===== src/rtl/viterbi_ctrl_gen.sv =====
`default_nettype none
// ============================================================================
// Module      : viterbi_ctrl_gen
// Description : Control and traceback unit for a rate-1/2 (2,1,K) hard-decision
//               Viterbi decoder. Sequences an external ACS array, stores the
//               survivor metrics and decision bits, picks the best state and
//               traces back T columns to emit one decoded bit per symbol.
//               Optional macro VITERBI_METRIC_NORM_EN subtracts the minimum
//               incoming metric before storing.
// Revision    : 1.0 - initial release
// ============================================================================
module viterbi_ctrl_gen #(
    parameter int K         = 3,
    parameter int W         = 4,
    parameter int T         = 16,
    parameter int FRAME_LEN = 256,
    parameter int CNT_W     = 9
) (
    input  logic                        clock,
    input  logic                        reset,
    input  logic                        frame_start,
    input  logic                        sym_valid,
    output logic                        sym_ready,
    output logic                        le,
    output logic                        ae,
    input  logic [(2**(K-1))*W-1:0]     acs_metric_in,
    input  logic [(2**(K-1))-1:0]       acs_dec_in,
    output logic [(2**(K-1))*W-1:0]     metric_out,
    output logic                        dx,
    output logic                        dx_valid,
    input  logic                        dx_ready,
    output logic                        busy,
    output logic                        frame_done
);

    localparam int M     = K - 1;
    localparam int NS    = 1 << M;
    localparam int PTR_W = (T > 1) ? $clog2(T) : 1;

    localparam logic [2:0] c_ST_IDLE     = 3'd0;
    localparam logic [2:0] c_ST_WAIT_SYM = 3'd1;
    localparam logic [2:0] c_ST_LOAD     = 3'd2;
    localparam logic [2:0] c_ST_ADD      = 3'd3;
    localparam logic [2:0] c_ST_WRITE    = 3'd4;
    localparam logic [2:0] c_ST_BEST     = 3'd5;
    localparam logic [2:0] c_ST_TRACE    = 3'd6;
    localparam logic [2:0] c_ST_OUTPUT   = 3'd7;

    localparam logic [PTR_W-1:0] c_PTR_LAST  = PTR_W'(T - 1);
    localparam logic [PTR_W-1:0] c_PTR_ONE   = PTR_W'(1);
    localparam logic [CNT_W-1:0] c_T_CNT     = CNT_W'(T);
    localparam logic [CNT_W-1:0] c_FRAME_CNT = CNT_W'(FRAME_LEN);
    localparam logic [CNT_W-1:0] c_CNT_ONE   = CNT_W'(1);
    // Encoder starts in state 0: that state is free, every other one is "infinitely" bad
    localparam logic [NS*W-1:0]  c_METRIC_INIT = {{((NS-1)*W){1'b1}}, {W{1'b0}}};

    logic [2:0]        state_q, state_d;
    logic [NS*W-1:0]   metric_q, metric_d;
    logic [NS-1:0]     col_q [T];
    logic [NS-1:0]     col_d [T];
    logic [PTR_W-1:0]  wr_ptr_q, wr_ptr_d;
    logic [PTR_W-1:0]  rd_ptr_q, rd_ptr_d;
    logic [PTR_W-1:0]  trace_cnt_q, trace_cnt_d;
    logic [CNT_W-1:0]  sym_cnt_q, sym_cnt_d;
    logic [M-1:0]      tb_state_q, tb_state_d;
    logic              frame_done_q, frame_done_d;

    logic [CNT_W-1:0]  sym_cnt_inc;
    logic [NS*W-1:0]   metric_wr;
    logic [M-1:0]      best_idx;
    logic [W-1:0]      best_val;
    logic              trace_dec;
    logic [M:0]        tb_shift;

    assign sym_cnt_inc = sym_cnt_q + c_CNT_ONE;
    // Predecessor = decision bit shifted in as the oldest bit, newest bit drops out
    assign trace_dec   = col_q[rd_ptr_q][tb_state_q];
    assign tb_shift    = {trace_dec, tb_state_q};

`ifdef VITERBI_METRIC_NORM_EN
    logic [W-1:0] acs_min;
    // Rebase incoming metrics so the smallest stored metric is always zero
    always_comb begin
        acs_min = acs_metric_in[W-1:0];
        for (int s = 1; s < NS; s++) begin
            if (acs_metric_in[s*W +: W] < acs_min) begin
                acs_min = acs_metric_in[s*W +: W];
            end
        end
        metric_wr = acs_metric_in;
        for (int s = 0; s < NS; s++) begin
            metric_wr[s*W +: W] = acs_metric_in[s*W +: W] - acs_min;
        end
    end
`else
    // Metrics are stored as delivered; saturation is the ACS array's job
    always_comb begin
        metric_wr = acs_metric_in;
    end
`endif

    // Minimum stored metric; strict compare keeps the lowest index on ties
    always_comb begin
        best_idx = '0;
        best_val = metric_q[W-1:0];
        for (int s = 1; s < NS; s++) begin
            if (metric_q[s*W +: W] < best_val) begin
                best_val = metric_q[s*W +: W];
                best_idx = M'(s);
            end
        end
    end

    // State register plus all datapath flops
    always_ff @(posedge clock) begin
        if (reset) begin
            state_q      <= c_ST_IDLE;
            metric_q     <= c_METRIC_INIT;
            for (int c = 0; c < T; c++) begin
                col_q[c] <= '0;
            end
            wr_ptr_q     <= '0;
            rd_ptr_q     <= '0;
            trace_cnt_q  <= '0;
            sym_cnt_q    <= '0;
            tb_state_q   <= '0;
            frame_done_q <= 1'b0;
        end else begin
            state_q      <= state_d;
            metric_q     <= metric_d;
            col_q        <= col_d;
            wr_ptr_q     <= wr_ptr_d;
            rd_ptr_q     <= rd_ptr_d;
            trace_cnt_q  <= trace_cnt_d;
            sym_cnt_q    <= sym_cnt_d;
            tb_state_q   <= tb_state_d;
            frame_done_q <= frame_done_d;
        end
    end

    // Next-state logic
    always_comb begin
        state_d = state_q;
        case (state_q)
            c_ST_IDLE:     if (frame_start) state_d = c_ST_WAIT_SYM;
            c_ST_WAIT_SYM: if (sym_valid) state_d = c_ST_LOAD;
            c_ST_LOAD:     state_d = c_ST_ADD;
            c_ST_ADD:      state_d = c_ST_WRITE;
            c_ST_WRITE:    state_d = (sym_cnt_inc >= c_T_CNT) ? c_ST_BEST : c_ST_WAIT_SYM;
            c_ST_BEST:     state_d = c_ST_TRACE;
            c_ST_TRACE:    if (trace_cnt_q == c_PTR_ONE) state_d = c_ST_OUTPUT;
            c_ST_OUTPUT: begin
                if (dx_ready) begin
                    state_d = (sym_cnt_q == c_FRAME_CNT) ? c_ST_IDLE : c_ST_WAIT_SYM;
                end
            end
            default:       state_d = c_ST_IDLE;
        endcase
    end

    // Datapath updates: metric/path-memory writes, best-state search, traceback
    always_comb begin
        metric_d     = metric_q;
        col_d        = col_q;
        wr_ptr_d     = wr_ptr_q;
        rd_ptr_d     = rd_ptr_q;
        trace_cnt_d  = trace_cnt_q;
        sym_cnt_d    = sym_cnt_q;
        tb_state_d   = tb_state_q;
        frame_done_d = 1'b0;
        case (state_q)
            c_ST_IDLE: begin
                if (frame_start) begin
                    metric_d  = c_METRIC_INIT;
                    wr_ptr_d  = '0;
                    sym_cnt_d = '0;
                end
            end
            c_ST_WRITE: begin
                metric_d        = metric_wr;
                col_d[wr_ptr_q] = acs_dec_in;
                wr_ptr_d        = (wr_ptr_q == c_PTR_LAST) ? '0 : wr_ptr_q + c_PTR_ONE;
                sym_cnt_d       = sym_cnt_inc;
            end
            c_ST_BEST: begin
                tb_state_d  = best_idx;
                rd_ptr_d    = (wr_ptr_q == '0) ? c_PTR_LAST : wr_ptr_q - c_PTR_ONE;
                trace_cnt_d = c_PTR_LAST;
            end
            c_ST_TRACE: begin
                tb_state_d  = tb_shift[M:1];
                rd_ptr_d    = (rd_ptr_q == '0) ? c_PTR_LAST : rd_ptr_q - c_PTR_ONE;
                trace_cnt_d = trace_cnt_q - c_PTR_ONE;
            end
            c_ST_OUTPUT: begin
                if (dx_ready && (sym_cnt_q == c_FRAME_CNT)) begin
                    frame_done_d = 1'b1;
                end
            end
            default: ;
        endcase
    end

    // Moore outputs decoded from the state register
    always_comb begin
        sym_ready  = (state_q == c_ST_WAIT_SYM);
        le         = (state_q == c_ST_LOAD);
        ae         = (state_q == c_ST_ADD);
        dx_valid   = (state_q == c_ST_OUTPUT);
        dx         = (state_q == c_ST_OUTPUT) && tb_state_q[0];
        busy       = (state_q != c_ST_IDLE);
        frame_done = frame_done_q;
        metric_out = metric_q;
    end

endmodule
`default_nettype wire


===== config.mk =====
export PLATFORM = sky130hd
export DESIGN_NAME = viterbi_ctrl_gen
export DESIGN_NICKNAME = d
export VERILOG_FILES = /design/src/rtl/viterbi_ctrl_gen.sv
export SDC_FILE = /design/constraint.sdc
export NUM_CORES = 1
export LEC_CHECK = 0
export CAP_MARGIN = 20
export CORE_MARGIN = 4
export CORE_UTILIZATION = 40
export DETAILED_ROUTE_END_ITERATION = 10
export SLEW_MARGIN = 20
export SYNTH_ARGS = -nofsm -noshare
export SYNTH_HDL_FRONTEND = slang
export SYNTH_SLANG_ARGS = --single-unit

===== constraint.sdc =====
create_clock -name clock -period 4.1 [get_ports clock]
set_input_delay 0.615 -clock clock [delete_from_list [all_inputs] [get_ports clock]]
set_output_delay 0.615 -clock clock [all_outputs]
set_load 0.02 [all_outputs]

==> flow_metrics.env <==
export IMPL_synthArstFlopShare_pct=0
export IMPL_drt_initial_drc_count=365
export IMPL_io_pins=48
export IMPL_area_growth_pct=15.3
export IMPL_required_ns=4.38
export IMPL_placementRows=42
export IMPL_synth_most_common_cell="dfxtp_1"
export IMPL_routed_via_density=5.60
export IMPL_max_freq_mhz=262
export IMPL_multiInputGateArea_mm2=0.00311
export IMPL_yosysTopAreaCellShare_pct=39.0
export IMPL_num_vias=4629
export IMPL_layout_setup_ws_ns=0.282
export IMPL_diodes=0
export IMPL_period_share_pct=93.1
export IMPL_synth_seq_cells=107
export IMPL_drv_slew=0
export IMPL_drive_gt1_share_pct=7.08
export IMPL_clock_skew_ns=0.00697
export IMPL_startpoint_type="register"
export IMPL_syn_avg_cell_area_um2=8.81
export IMPL_io_buffers=47
export IMPL_power_per_cell_area_mw_per_mm2=347
export IMPL_cp_max_fo=5
export IMPL_pwr_share_seq_pct=50.0
export IMPL_cap_violations=0
export IMPL_grt_pass1_wl_um=23200
export IMPL_reg2reg_depth=20
export IMPL_clk_path_buf_depth=2
export IMPL_leakagePower_nw=2.51
export IMPL_dp_slack_ns=0.0355
export IMPL_ant_nets=0
export IMPL_drt_wl_total_um=13700
export IMPL_p_int_mw=1.59
export IMPL_cts_root_buf="clkbuf_16"
export IMPL_drtPass1Iterations=5
export IMPL_synth_enable_flop_cells=0
export IMPL_place_congestion=0.865
export IMPL_die_width_um=125
export IMPL_relSlewSlack_pct=35.6
export IMPL_cp_end_kind="register"
export IMPL_regArea_mm2=0.00214
export IMPL_path_class="register to register"
export IMPL_final_hold_viol_count=0
export IMPL_rsz0062_at_grt="false"
export IMPL_die_area_mm2=0.0157
export IMPL_ir_drop_mv=0.242
export IMPL_synthTopCellsByCount="dfxtp_1, nor2_1, mux2i_1"
export IMPL_cts_tree="built"
export IMPL_r2r_slack_ns=0.28
export IMPL_setup_viol=0
export IMPL_stdcell_area_mm2=0.00633
export IMPL_cts_buffers=9
export IMPL_nets=693
export IMPL_grt_use_total_pct=17.8
export IMPL_synth_largest_area_cell="dfxtp_1"
export IMPL_hold_depth=2
export IMPL_synthCells=623
export IMPL_grt_start_max_net_pins=64
export IMPL_htreeDepth=3
export IMPL_die_y_um=125
export IMPL_ys_types=58
export IMPL_power_frac_clock_pct=36.6
export IMPL_wl_per_cell_um=16.6
export IMPL_setup_tns_ns=0
export IMPL_grt_pass1_vias=4543
export IMPL_antenna_found_initial=0
export IMPL_cts_sinks=107
export IMPL_cp_arrival_ns=4.10
export IMPL_clkLatencyLatePin_ns=0.35
export IMPL_status="complete, no violations"
export IMPL_p_sw_mw=0.601
export IMPL_start_util_pct=41.1
export IMPL_netlist_area_mm2=0.00549
export IMPL_placed_area_mm2=0.00603
export IMPL_drc_errors=0
export IMPL_ys_flop_type="dfxtp_1"
export IMPL_worst_pin_slew_ns=0.961
export IMPL_seq_area_frac_synth_pct=39.0
export IMPL_syn_nets=670
export IMPL_share_comb_of_total_power_pct=13.4
export IMPL_clk_pin_slew_worst_paths_ns=0.07
export IMPL_globalRoute_totalOverflow=0
export IMPL_hp_class="register to register"
export IMPL_hpwl_um=9440
export IMPL_yosys_warnings=0
export IMPL_fin_hold_ws_ns=0.481
export IMPL_period_minus_slack_ns=3.82
export IMPL_fill_cells=1311
export IMPL_synthTopCellsByArea="dfxtp_1, mux2i_1, nor2_1, mux4_2, ha_1"
export IMPL_swShare_pct=27.4
export IMPL_design_core_area_mm2=0.0133
power by group through the flow:
stage	clock network [mW]	logic, mW	registers [mW]
2_1_floorplan	0	0.205	1.10
3_3_place_gp	0	0.284	1.12
3_5_place_dp	0	0.288	1.12
4_1_cts	0.833	0.290	1.10
5_1_grt	0.870	0.328	1.10
6_report	0.804	0.294	1.10
critical path, stage by stage (launching register included):
cell      delay, ns
dfxtp_2        0.35
inv_1          0.04
ha_1           0.29
a21o_1         0.17
a21o_1         0.21
a21oi_4        0.19
mux2i_1        0.26
ha_1           0.26
o21ai_1        0.14
a21oi_1        0.07
or2_2          0.31
o21ai_2        0.11
nand2_1        0.08
o21a_1         0.11
ha_1           0.17
a21oi_1        0.17
nor2_1         0.10
o31a_1         0.26
o211ai_1       0.18
nand4_1        0.12
o21ai_1        0.13
flip-flops by register name (all words and copies together), names as in the netlist:
register and cells:
col_q 64, wr_ptr_q 4, rd_ptr_q 4, sym_cnt_q 9, tb_state_q 2, frame_done 1, state_q 3, trace_cnt_q 4
metric_out 16
cell usage in the layout, fill, tap and decap left out, types with 14 or more instances in the layout:
cell type,count
clkdlybuf4s50_1,46
ha_1,22
nand3_1,21
o21ai_0,31
nor2_1,104
mux4_2,14
nand2b_1,14
a21oi_1,34
dfxtp_1,106
o22ai_1,15
nand2_1,44
inv_1,21
mux2i_1,60
stage by stage:
step | power, mW | util (%) | cells
3_5_place_dp | 1.41 | 45.2 | 810
5_1_grt | 2.30 | 47.4 | 826
2_1_floorplan | 1.31 | - | 623
3_3_place_gp | 1.40 | 45.2 | 810
4_1_cts | 2.22 | 47.3 | 825
6_report | 2.19 | 47.4 | 826
final timing paths:
kind,end,start
min reg2reg,col_q[5],col_q[5]
min,col_q[5],col_q[5]
max reg2reg,tb_state_q[1],metric_out[1]
max,tb_state_q[1],metric_out[1]
kinds of logic (layout without fill, tap and decap cells):
kind of cell / after synthesis / count (layout) / share of synthesized area, %
mux: 77 / 77 / 17.8
flops: 107 / 107 / 39.0
compound gates: 126 / 126 / 14.0
buf+inv: 62 / 89 / 4.76
simple gates: 226 / 226 / 18.9
fa+ha+maj: 22 / 22 / 5.01
xor+xnor: 3 / 3 / 0.479
routing by layer:
| metal | routed length, um | track usage, % |
|---|---|---|
| met2 | 6530 | 29.0 |
| met4 | 230 | 5.61 |
| met1 | 6320 | 23.8 |
| met5 | 0 | 0 |
| met3 | 627 | 3.88 |
what timing repair did:
item                                    CTS  global route
resized for setup                         1             4
setup buffers                             0             1
hold buffers                              0             0
endpoints found under the setup margin    1             2
cell type report:
type,count,share of cell area (%)
Multi-Input combinational cell,454,49.1
Sequential cell,107,33.9
Inverter,21,1.25
Timing Repair Buffer,53,8.10
Tap cell,176,3.48
Clock buffer,10,3.62
Clock inverter,5,0.633
Note: power is estimated with default switching activity, not from simulation.
